$ cat config.mk
export PLATFORM = sky130hd
export DESIGN_NAME = prga
export DESIGN_NICKNAME = d
export VERILOG_FILES = /design/src/rtl/arc4_pkg.sv /design/src/rtl/prga.sv
export SDC_FILE = /design/constraint.sdc
export NUM_CORES = 1
export LEC_CHECK = 0
export BUFFER_PORTS_ARGS = -buffer_cell sky130_fd_sc_hd__buf_2
export CAP_MARGIN = 10
export CORE_MARGIN = 1.5
export CORE_UTILIZATION = 60
export DETAILED_ROUTE_END_ITERATION = 10
export GPL_ROUTABILITY_DRIVEN = 0
export PLACE_DENSITY = 0.84
export SLEW_MARGIN = 20
export SYNTH_ARGS = -nofsm -noshare
export SYNTH_HDL_FRONTEND = slang
export SYNTH_SLANG_ARGS = --single-unit
$ cat constraint.sdc
create_clock -name clk -period 6.5 [get_ports clk]
set_clock_uncertainty 0.05 [all_clocks]
set_input_delay 1.3 -clock clk [delete_from_list [all_inputs] [get_ports clk]]
set_output_delay 1.3 -clock clk [all_outputs]
set_load 0.01 [all_outputs]
$ cat src/rtl/arc4_pkg.sv
// rtl/arc4_pkg.sv - shared ARC4 types and constants for the PRGA stage and the crack checker
package arc4_pkg;

  localparam int MEM_DEPTH = 256;

  // Printable ASCII window; the crack checker uses the same bounds.
  localparam logic [7:0] ASCII_MIN = 8'h20;
  localparam logic [7:0] ASCII_MAX = 8'h7E;

  typedef enum logic [3:0] {
    ST_IDLE     = 4'd0,
    ST_RD_LEN   = 4'd1,
    ST_WR_LEN   = 4'd2,
    ST_RD_SI    = 4'd3,
    ST_WAIT_SI  = 4'd4,
    ST_WAIT_SJ  = 4'd5,
    ST_WR_SI    = 4'd6,
    ST_WR_SJ    = 4'd7,
    ST_RD_PAD   = 4'd8,
    ST_WAIT_PAD = 4'd9
  } prga_state_t;

  function automatic logic is_printable(input logic [7:0] b);
    return (b >= ASCII_MIN) && (b <= ASCII_MAX);
  endfunction

endpackage

$ cat src/rtl/prga.sv
// rtl/prga.sv - ARC4 PRGA stage: decrypts a length-prefixed CT message into PT memory (option macro: PRGA_EARLY_ABORT_EN)
module prga
  import arc4_pkg::*;
#(
  parameter int MSG_AW = 8
) (
  input  logic              clk,
  input  logic              rst_n,
  input  logic              en,
  output logic              rdy,
  output logic [MSG_AW-1:0] s_addr,
  input  logic [7:0]        s_rddata,
  output logic [7:0]        s_wrdata,
  output logic              s_wren,
  output logic [MSG_AW-1:0] ct_addr,
  input  logic [7:0]        ct_rddata,
  output logic [MSG_AW-1:0] pt_addr,
  output logic [7:0]        pt_wrdata,
  output logic              pt_wren,
  output logic              pt_bad
);

  prga_state_t state_q, state_d;
  logic [7:0]  i_q, i_d;
  logic [7:0]  j_q, j_d;
  logic [7:0]  k_q, k_d;
  logic [7:0]  len_q, len_d;
  logic [7:0]  si_q, si_d;
  logic [7:0]  sj_q, sj_d;
  logic [7:0]  ctb_q, ctb_d;
  logic [7:0]  pad_byte;

  // Keystream byte arrives from S in WAIT_PAD; combine with the latched CT byte.
  assign pad_byte = s_rddata ^ ctb_q;

`ifdef PRGA_EARLY_ABORT_EN
  logic bad_q, bad_d;
  assign pt_bad = bad_q;
`else
  assign pt_bad = 1'b0;
`endif

  // State and datapath registers; outputs are decoded from state so reset clears them at once.
  always_ff @(posedge clk or negedge rst_n) begin
    if (!rst_n) begin
      state_q <= ST_IDLE;
      i_q     <= '0;
      j_q     <= '0;
      k_q     <= '0;
      len_q   <= '0;
      si_q    <= '0;
      sj_q    <= '0;
      ctb_q   <= '0;
`ifdef PRGA_EARLY_ABORT_EN
      bad_q   <= 1'b0;
`endif
    end else begin
      state_q <= state_d;
      i_q     <= i_d;
      j_q     <= j_d;
      k_q     <= k_d;
      len_q   <= len_d;
      si_q    <= si_d;
      sj_q    <= sj_d;
      ctb_q   <= ctb_d;
`ifdef PRGA_EARLY_ABORT_EN
      bad_q   <= bad_d;
`endif
    end
  end

  // Next-state: one message walk, seven cycles per ciphertext byte.
  always_comb begin
    state_d = state_q;
    i_d     = i_q;
    j_d     = j_q;
    k_d     = k_q;
    len_d   = len_q;
    si_d    = si_q;
    sj_d    = sj_q;
    ctb_d   = ctb_q;
`ifdef PRGA_EARLY_ABORT_EN
    bad_d   = bad_q;
`endif
    case (state_q)
      ST_IDLE: begin
        if (en) begin
          i_d     = '0;
          j_d     = '0;
          k_d     = 8'd1;
`ifdef PRGA_EARLY_ABORT_EN
          bad_d   = 1'b0;
`endif
          state_d = ST_RD_LEN;
        end
      end
      ST_RD_LEN: begin
        len_d   = ct_rddata;
        state_d = ST_WR_LEN;
      end
      ST_WR_LEN: begin
        state_d = (len_q == 8'd0) ? ST_IDLE : ST_RD_SI;
      end
      ST_RD_SI: begin
        i_d     = i_q + 8'd1;
        state_d = ST_WAIT_SI;
      end
      ST_WAIT_SI: begin
        si_d    = s_rddata;
        ctb_d   = ct_rddata;
        j_d     = j_q + s_rddata;
        state_d = ST_WAIT_SJ;
      end
      ST_WAIT_SJ: begin
        sj_d    = s_rddata;
        state_d = ST_WR_SI;
      end
      ST_WR_SI:  state_d = ST_WR_SJ;
      ST_WR_SJ:  state_d = ST_RD_PAD;
      ST_RD_PAD: state_d = ST_WAIT_PAD;
      ST_WAIT_PAD: begin
        // Comparing before incrementing lets len=255 finish without k wrapping.
        if (k_q == len_q) begin
          state_d = ST_IDLE;
        end else begin
          k_d     = k_q + 8'd1;
          state_d = ST_RD_SI;
        end
`ifdef PRGA_EARLY_ABORT_EN
        // The offending byte is still written so the checker sees it, then the walk stops.
        if (!is_printable(pad_byte)) begin
          bad_d   = 1'b1;
          state_d = ST_IDLE;
        end
`endif
      end
      default: state_d = ST_IDLE;
    endcase
  end

  // Memory-side outputs decoded from the current state; idle values are all zero.
  always_comb begin
    rdy       = (state_q == ST_IDLE);
    s_addr    = '0;
    s_wrdata  = '0;
    s_wren    = 1'b0;
    ct_addr   = '0;
    pt_addr   = '0;
    pt_wrdata = '0;
    pt_wren   = 1'b0;
    case (state_q)
      ST_WR_LEN: begin
        pt_wrdata = len_q;
        pt_wren   = 1'b1;
      end
      ST_RD_SI: begin
        s_addr  = MSG_AW'(i_q + 8'd1);
        ct_addr = MSG_AW'(k_q);
      end
      ST_WAIT_SI: begin
        // j is not yet updated here, so form j+S[i] directly from the read data.
        s_addr = MSG_AW'(j_q + s_rddata);
      end
      ST_WR_SI: begin
        s_addr   = MSG_AW'(i_q);
        s_wrdata = sj_q;
        s_wren   = 1'b1;
      end
      ST_WR_SJ: begin
        s_addr   = MSG_AW'(j_q);
        s_wrdata = si_q;
        s_wren   = 1'b1;
      end
      ST_RD_PAD: begin
        s_addr = MSG_AW'(si_q + sj_q);
      end
      ST_WAIT_PAD: begin
        pt_addr   = MSG_AW'(k_q);
        pt_wrdata = pad_byte;
        pt_wren   = 1'b1;
      end
      default: ;
    endcase
  end

endmodule

# Word-level counts from Yosys, hierarchy flattened
# Index checks and enable logic that the tools add are counted.
# classes
n_addsub,4
n_eq_ne,12
muxes,17
bitwise_logic,1
reduce_logical,10
# op_table
operator,count
$pmux 8 s2,5
$mux 8,5
$pmux 4 s10,1
$pmux 8 s5,1
$add 8x1->8 const B,2
$add 8x8->8,2
$eq 4x3->1 const B,4
$eq 4x2->1 const B,2
$eq 4x4->1 const B,2
$eq 8x8->1,1
$logic_not 8->1,1
$xor 8x8->8,1
$reduce_bool 2->1,3
$eq 4x1->1 const B,1
$logic_not 4->1,1
$mux 2,2
$mux 4,1
$ne 2x2->1 const B,2
$reduce_and 2->1,2
$reduce_or 2->1,2
$reduce_and 3->1,1
$mux 1,2
# word_totals
reg_bits,60
in_bits,19
elab_cells,52

# Logic depth before layout (Yosys ltp)
# Gate-level depths: netlist of the first run.
# depth
ltp_word,3
ltp_mapped,9

# Worst setup path after synthesis of the first run
# Ideal clock, no wire load.
# synth_timing
kind,input-to-output
from,input port s_rddata[0]
to,output port s_addr[6]
arrival_ps,2738
required_time_ps,5150
slack_ps,2412
stages,8
n_path_buf,0
path_cell_list,ha_1 -> fa_1 -> a21o_1 -> a21oi_1 -> nor2b_1 -> mux2i_1 -> nor2_1 -> nand4_1
# synth_via
elab_chain_cells,2
# synth_rtl
item,line_no,text
start: declaration,prga.sv:12,"input logic [7:0] s_rddata,"
$add 8x8->8,prga.sv:162,s_addr = MSG_AW'(j_q + s_rddata);
$pmux 8 s5,prga.sv:151,case (state_q)
end: declaration,prga.sv:11,"output logic [MSG_AW-1:0] s_addr,"
# Every way passes these cells.

# Final worst setup path of the first run
# Ends and elaborated chain as after synthesis.

==> results.env, run 1 <==
GRT_FIRST_PASS_WIRELENGTH_MM=15.8
POWER.SHARE.SEQUENTIAL_PCT=33.1
CTSHOLDBUFFERS=0
POST_DRT_VIA_CELL_RATIO=6.05
WORSTSKEWPAIRLATENCY_NS=0.35
MAPPED_CELLS=426
DELAY_OF_THE_SLOWEST_CELL_ON_THE_WORST_PATH_NS=0.41
WIRE_LENGTH_ON_MET2_MM=4.83
POWER_DENSITY_mW_PER_MM2=496
POST_DRT_WL_PER_CELL_UM=17.3
SEQ_CELLS_POST_SYNTH=60
SYNTHTOLAYOUTAREAGROWTH_PCT=14.8
SHARE_OF_SYNTHESIZED_AREA_OCCUPIED_BY_FLIP_FLOPS_AND_LATCHES_PCT=39.3
DR.PASS1.ITERS=5
PIN_COUNT=63
MIN_PERIOD_OVER_PERIOD_PCT=69.7
NUM_VIAS=3408
DRIVE_ABOVE_1_SHARE_PCT=21.7
ROUTE.ANTENNA.REMAINING_NETS=0
ANTENNA_VIOLATIONS_BEFORE_REPAIR=0
MAX_SLEW.WORST_PIN.SLEW_NS=1.03
POSTSYNTHAREAPERCELL_UM2=8.98
FIN_WORST_HOLD_SLACK_NS=0.451
SWSHARE_PCT=43.8
OVERALL_GLOBAL_ROUTING_RESOURCE_USAGE_PCT=28.9
CRIT_REQUIRED_NS=5.15
DIE_H_UM=82.8
CORE_BOX_AREA_MM2=0.00603
PIN_COUNT_OF_THE_BIGGEST_NET_ENTERING_GLOBAL_ROUTING=61
SWITCHING_POWER_W=0.000953
HALF_PERIMETER_WIRE_LENGTH_AFTER_DETAILED_PLACEMENT_MM=6.98
POST_SYNTH_MOST_FREQUENT_CELLS='80 x sky130_fd_sc_hd__nand2_1, 60 x sky130_fd_sc_hd__dfrtp_1, 26 x sky130_fd_sc_hd__nor2_1, 26 x sky130_fd_sc_hd__o21ai_0, 21 x sky130_fd_sc_hd__xnor2_1'
CP_DATA_ARRIVAL_TIME_NS=3.18
NFILLCELLS=478
SYNTH_TOP_AREA_SHARE_PCT=39.3
PLACE.DETAILED.INSTANCES=547
TOP_LAYER_USED='met4'
MOST_COMMON_CELL_IN_THE_SYNTHESIZED_NETLIST='sky130_fd_sc_hd__nand2_1'
RSZ0062_AT_GRT='no'
FP.DIEW_UM=82.8
REMAINING_DRC_ERRORS=0
WORST_HOLD_STAGES=2
INITIAL_UTILIZATION_PCT=63.5
ROWS=28
TIMING.CRITICAL_PATH.CELLS='buf_2 > ha_1 > fa_1 > a21o_1 > a21oi_1 > nor2b_1 > mux2i_1 > nor2_1 > nand4_1 > buf_2'
CELL_INTERNAL_PWR_W=0.00122
YS_TOP_CELLS_BY_AREA='sky130_fd_sc_hd__dfrtp_1 39%, sky130_fd_sc_hd__nand2_1 7.9%, sky130_fd_sc_hd__ha_1 5.2%'
YOSYS.AREA.TOP_TYPE='sky130_fd_sc_hd__dfrtp_1'
CRIT_PATH_END_KIND='primary output'
CLOCK_TREE_FROM_TRITONCTS='yes'
PORT_BUFS=61
POSTCTSRESIZEDCELLS=0
CLOCK_SINK_COUNT=60
YOSYS_MOST_USED_DFF='sky130_fd_sc_hd__dfrtp_1'
CTS_ROOT_BUFFER='sky130_fd_sc_hd__clkbuf_8'
WORST_SLEW_MARGIN_REL_PCT=30.8
NNETSFINAL=520
WORST-PATH-STAGES=10
FINALCRITICALPERIOD_NS=4.53
WORST_PATH_MAX_DELAY_CELL='sky130_fd_sc_hd__fa_1'
CTS.CLK_SLEW.WORST_PATHS_NS=0.07
ROUTED-WL-MET3_UM=433
YS_TYPES=51
POST_CTS_BUFFERS=0
DRV_SLEW=0
STARTPOINT_TYPE='primary input'
ANTENNADIODECOUNT=0
SETUP.WORST_PATH.CLASS='in -> out'
DETAIL_ROUTE.ITER0.VIOLATIONS=356
CTS-ROOT-TO-SINK-BUFFERS=2
DIE_AREA_MM2=0.00686
MAX-VDD-IR-DROP_mV=0.315
WORSTHOLDPATHTYPE='reg -> reg'
CP_TOP_FAMILY='adder cells'
STATIC-LEAKAGE-POWER_nW=2.17
SYNTH-ASYNC-RESET-RATIO_PCT=100
PWR-SHARE-COMB_PCT=49.1
SYN_NETS=463
CRITICAL_PATH.N_BUFFERS_INVERTERS=2
HOLD_VIOLATIONS=0
TRITONCTS.NUM_BUFFERS=9
RR_WORST_DEPTH=6
SYNTHESIS.AREA_MM2=0.00382
CTS_MAX_LEVEL=3
YOSYS_WARNINGS=0
MAX-CAP-VIOLATIONS=0
RUN_STATUS='completed'
SYNTH_ENABLE_FLOP_CELLS=0
DESIGN_AREA_MM2=0.00439
CRITICAL_PATH.MAX_FANOUT=4
WIRELENGTH_MM=9.74
PLACEDINSTANCEAREA_MM2=0.00416
CLOCK.FMAX_MHz=221
FINAL_CELLS=563
CRITICAL_PATH.MOST_COMMON_CELL='sky130_fd_sc_hd__buf_2'
MET1_LENGTH_MM=4.29
SETUP_TOTAL_NEGATIVE_SLACK_NS=0
FINAL-SETUP-VIOL-COUNT=0
CLKPWRFRAC_PCT=17.8
FIRST_GLOBAL_VIAS=3183
GLOBAL_ROUTE.OVERFLOW_TOTAL=0
## worst register-to-register path, cell delays in order (launching register included)
cell and delay, ns:
sky130_fd_sc_hd__dfrtp_1 0.50, sky130_fd_sc_hd__nand2b_1 0.26, sky130_fd_sc_hd__nor3b_2 0.86, sky130_fd_sc_hd__o2111ai_1 0.40, sky130_fd_sc_hd__nor3_1 0.36, sky130_fd_sc_hd__xnor2_1 0.16
sky130_fd_sc_hd__nor2_1 0.06
## sequential cells by signal (all words and copies together) (netlist names)
signal / flops
si_q: 8
sj_q: 8
i_q: 8
len_q: 8
j_q: 8
state_q: 4
ctb_q: 8
k_q: 8
## power groups by stage
stage / clock network [W] / registers [W] / logic (W)
2_1_floorplan: 0 / 0.000635 / 0.000825
3_3_place_gp: 0 / 0.000708 / 0.000998
3_5_place_dp: 0 / 0.000720 / 0.00104
4_1_cts: 0.000387 / 0.000715 / 0.00106
5_1_grt: 0.000400 / 0.000738 / 0.00118
6_report: 0.000388 / 0.000719 / 0.00107
## area by class of cell
class / count / area (µm²) / share of cell area [%]
Inverter: 12 / 45.0 / 1.03
Clock inverter: 6 / 86.3 / 1.97
Clock buffer: 10 / 138 / 3.14
Sequential cell: 60 / 1500 / 34.2
Tap cell: 75 / 93.8 / 2.14
Timing Repair Buffer: 64 / 328 / 7.47
Multi-Input combinational cell: 336 / 2200 / 50.1
## logic make-up after synthesis
family                   Yosys count  synth area share [%]
XOR/XNOR                          31                  7.10
flip-flops                        60                  39.3
AND/OR/NAND/NOR                  179                  23.0
multiplexers                      19                  5.46
buffers and inverters             30                  3.40
AO/OA/AOI/OAI                     88                  15.3
other                              1                0.0981
adder cells (fa/ha/maj)           18                  6.28
## worst paths after layout
kind | slack (ns) | endpoint | startpoint
worst max register to register | 3.74 | k_q[7] | state_q[1]
worst min-delay path | 0.45 | ctb_q[4] | ctb_q[4]
max in group asynchronous | 4.84 | state_q[0] | rst_n
min in group asynchronous | 1.05 | ctb_q[4] | rst_n
worst max-delay path | 1.97 | s_addr[6] | s_rddata[0]
worst min register to register | 0.45 | ctb_q[4] | ctb_q[4]
## metrics by stage
stage | total power [W] | setup slack [ns] | util (%)
3_3_place_gp | 0.00171 | 2.05 | 69.0
4_1_cts | 0.00216 | 2.00 | 72.8
2_1_floorplan | 0.00146 | 2.41 | -
3_5_place_dp | 0.00176 | 2.00 | 69.0
5_1_grt | 0.00232 | 1.92 | 72.8
6_report | 0.00218 | 1.97 | 72.8
## routing by layer
metal / vias up / GRT usage (%)
li1: 1605 / -
met1: 1673 / 39.1
met2: 112 / 46.8
met3: 18 / 4.57
met4: 0 / 11.5
met5: - / 0
## layout by cell type, fill, tap and decap left out, types with 12 or more instances in the layout
master                    synthesis  layout
sky130_fd_sc_hd__buf_2            5      61
sky130_fd_sc_hd__o21ai_0         26      26
sky130_fd_sc_hd__nand2_1         80      80
sky130_fd_sc_hd__nor2_1          26      24
sky130_fd_sc_hd__ha_1            16      16
sky130_fd_sc_hd__a21oi_1         18      18
sky130_fd_sc_hd__inv_1           12      12
sky130_fd_sc_hd__mux2_2          15      15
sky130_fd_sc_hd__dfrtp_1         60      60
sky130_fd_sc_hd__xnor2_1         21      21
sky130_fd_sc_hd__a22o_1          19      19
sky130_fd_sc_hd__and2_1          19      19
No activity file was read; power rests on OpenSTA's default activity.
==> run 2, diff against run 1 <==
--- a/config.mk
+++ b/config.mk
@@ -8,10 +8,10 @@
 export BUFFER_PORTS_ARGS = -buffer_cell sky130_fd_sc_hd__buf_2
 export CAP_MARGIN = 10
 export CORE_MARGIN = 1.5
-export CORE_UTILIZATION = 60
+export CORE_UTILIZATION = 51
 export DETAILED_ROUTE_END_ITERATION = 10
 export GPL_ROUTABILITY_DRIVEN = 0
-export PLACE_DENSITY = 0.84
+export PLACE_DENSITY = 0.76
 export SLEW_MARGIN = 20
 export SYNTH_ARGS = -nofsm -noshare
 export SYNTH_HDL_FRONTEND = slang
==> constraint.sdc (replaced) <==
create_clock -name clk -period 3.7 [get_ports clk]
set_clock_uncertainty 0.05 [all_clocks]
set_input_delay 0.74 -clock clk [delete_from_list [all_inputs] [get_ports clk]]
set_output_delay 0.74 -clock clk [all_outputs]
set_load 0.01 [all_outputs]
==> results.env, run 2 (same netlist as run 1, synthesis figures left out) <==
RUN_STATUS='completed'
ANTENNA_VIOLATIONS_BEFORE_REPAIR=0  # unchanged
ANTENNADIODECOUNT=0  # unchanged
SETUP_TOTAL_NEGATIVE_SLACK_NS=0  # unchanged
STATIC-LEAKAGE-POWER_nW=2.22  # +1.9%
DETAIL_ROUTE.ITER0.VIOLATIONS=261  # -27%
FINAL-SETUP-VIOL-COUNT=0  # unchanged
TOTAL_POWER_W=0.00388  # +78%
FIN_WORST_HOLD_SLACK_NS=0.457  # +0.00610 ns
STARTPOINT_TYPE='primary input'
FIRST_GLOBAL_VIAS=3044  # -4.4%
RSZ0062_AT_GRT='no'
CLOCK_TREE_FROM_TRITONCTS='yes'
CTS.CLK_SLEW.WORST_PATHS_NS=0.07  # about the same
MAX-VDD-IR-DROP_mV=0.465  # +48%
TRITONCTS.NUM_BUFFERS=9  # unchanged
CTS_ROOT_BUFFER='sky130_fd_sc_hd__clkbuf_8'
NNETSFINAL=526  # +1.2%
TOP_LAYER_USED='met4'
HOLD_VIOLATIONS=0  # unchanged
MOST-COMMON-LAYOUT-CELLS='80 x sky130_fd_sc_hd__nand2_1, 61 x sky130_fd_sc_hd__buf_2, 60 x sky130_fd_sc_hd__dfrtp_1'
RR_WORST_DEPTH=7  # +1
MIN_PERIOD_OVER_PERIOD_PCT=91.0
DIE_H_UM=89.6  # +8.2%
POSTCTSRESIZEDCELLS=0  # unchanged
FINALWORSTSETUPSLACK_NS=0.332  # -1.63 ns
CTS-ROOT-TO-SINK-BUFFERS=2  # unchanged
SYNTHTOLAYOUTAREAGROWTH_PCT=17.3
OVERALL_GLOBAL_ROUTING_RESOURCE_USAGE_PCT=25.4  # -3.5 points
GLOBAL_ROUTE.OVERFLOW_TOTAL=0  # unchanged
MET1_LENGTH_MM=4.46  # +4.2%
DRV_SLEW=0  # unchanged
DRIVE_ABOVE_1_SHARE_PCT=22.3  # +0.55 points
CTS_MAX_LEVEL=3  # unchanged
WIRE_LENGTH_ON_MET2_MM=4.42  # -8.4%
PRECTSSETUPSLACK_NS=0.342  # -1.66 ns
CLOCK.FMAX_MHz=297
HALF_PERIMETER_WIRE_LENGTH_AFTER_DETAILED_PLACEMENT_MM=7.00  # +0.27%
WIRELENGTH_MM=9.66  # -0.83%
PORT_BUFS=61  # unchanged
CP_DATA_ARRIVAL_TIME_NS=2.58  # -0.60 ns
CTSHOLDBUFFERS=0  # unchanged
REG2REG_SLACK_NS=1.59  # -2.15 ns
INITIAL_UTILIZATION_PCT=52.7  # -11 points
PIN_COUNT_OF_THE_BIGGEST_NET_ENTERING_GLOBAL_ROUTING=40  # -34%
ROUTE.ANTENNA.REMAINING_NETS=0  # unchanged
CRITICAL_PATH.MAX_FANOUT=4  # unchanged
CLOCK_SINK_COUNT=60  # unchanged
FP.DIEW_UM=89.6  # +8.2%
CRIT_REQUIRED_NS=2.91  # -2.24 ns
LAYOUT_COMMONEST_CELL='sky130_fd_sc_hd__nand2_1'
WORST_HOLD_STAGES=2  # unchanged
REMAINING_DRC_ERRORS=0  # unchanged
CORE_BOX_AREA_MM2=0.00725  # +20%
FINALCRITICALPERIOD_NS=3.37
DELAY_OF_THE_SLOWEST_CELL_ON_THE_WORST_PATH_NS=0.42  # about the same
PLACEDINSTANCEAREA_MM2=0.00424  # +1.8%
PIN_COUNT=63  # unchanged
POWER_DENSITY_mW_PER_MM2=865  # +74%
NUM_VIAS=3359  # -1.4%
WORST_SLEW_MARGIN_REL_PCT=39.8  # +9.1 points
ROWS=31  # +11%
DR.PASS1.ITERS=5  # unchanged
SETUP.WORST_PATH.CLASS='in -> out'
TIMING.CRITICAL_PATH.CELLS='buf_2 > ha_1 > fa_1 > a21o_1 > a21oi_1 > nor2b_1 > mux2i_1 > nor2_1 > nand4_1 > buf_2'
WORSTSKEWPAIRLATENCY_NS=0.34  # about the same
POST_CTS_BUFFERS=0  # unchanged
MAX_SLEW.WORST_PIN.SLEW_NS=0.903  # -0.131 ns
DESIGN_AREA_MM2=0.00448  # +2.2%
DIE_AREA_MM2=0.00803  # +17%
WORSTHOLDPATHTYPE='reg -> reg'
ROUTED-WL-MET3_UM=479  # +11%
CRIT_PATH_END_KIND='primary output'
WORST_PATH_MAX_DELAY_CELL='sky130_fd_sc_hd__fa_1'
CRITICAL_PATH.MOST_COMMON_CELL='sky130_fd_sc_hd__buf_2'
MAX-CAP-VIOLATIONS=0  # unchanged
POST_DRT_VIA_CELL_RATIO=5.66  # -6.4%
GRT_FIRST_PASS_WIRELENGTH_MM=15.3  # -3.4%
POST_DRT_WL_PER_CELL_UM=16.3  # -5.8%
-- run 2: cell types whose count changed in the layout (fill, tap and decap cells not counted), sizes merged --
cell / before / now
buf: 64 / 70
bufinv: 2 / 3
inv: 13 / 12
-- run 2: final cells by class --
class                   count  area, µm²
well taps                  99        124
clock buffers              10        138
inverters                  12       45.0
fillers                   629       2770
flip-flops and latches     60       1500
multi-input cells         336       2190
clock inverters             6        111
repair buffers             70        373
-- run 2: layer usage --
layer  global-route usage, %  vias to the layer above
met5                       0                        -
met4                    9.93                        0
met3                    5.67                       19
met2                    37.9                      103
met1                    36.2                     1621
li1                        -                     1616
-- run 2: metrics by stage --
step / util, % / std cells
floorplan: - / 426
global route: 61.8 / 593
global placement: 58.4 / 577
finish: 61.8 / 593
CTS: 61.8 / 593
detailed placement: 58.4 / 577
-- run 2: critical path, delay by kind of cell --
kind	cells	cell delay, ns
buf+inv	2	0.29
mux	1	0.12
compound gates	2	0.38
simple gates	3	0.39
fa+ha+maj	2	0.66
-- run 2: path summary, 6_finish.rpt --
path,start,endpoint
max,s_rddata[0],s_addr[6]
min,ctb_q[6],ctb_q[6]
max reg2reg,state_q[1],k_q[7]
min reg2reg,ctb_q[6],ctb_q[6]
max in group asynchronous,rst_n,ctb_q[0]
min in group asynchronous,rst_n,ctb_q[5]
-- run 2: power breakdown --
part | total, W | internal (W) | leakage, nW | switching (W)
registers | 0.00126 | 0.000926 | 0.752 | 0.000336
clock network | 0.000750 | 0.000466 | 0.122 | 0.000284
logic | 0.00187 | 0.000845 | 1.34 | 0.00102
total | 0.00388 | 0.00224 | 2.22 | 0.00164
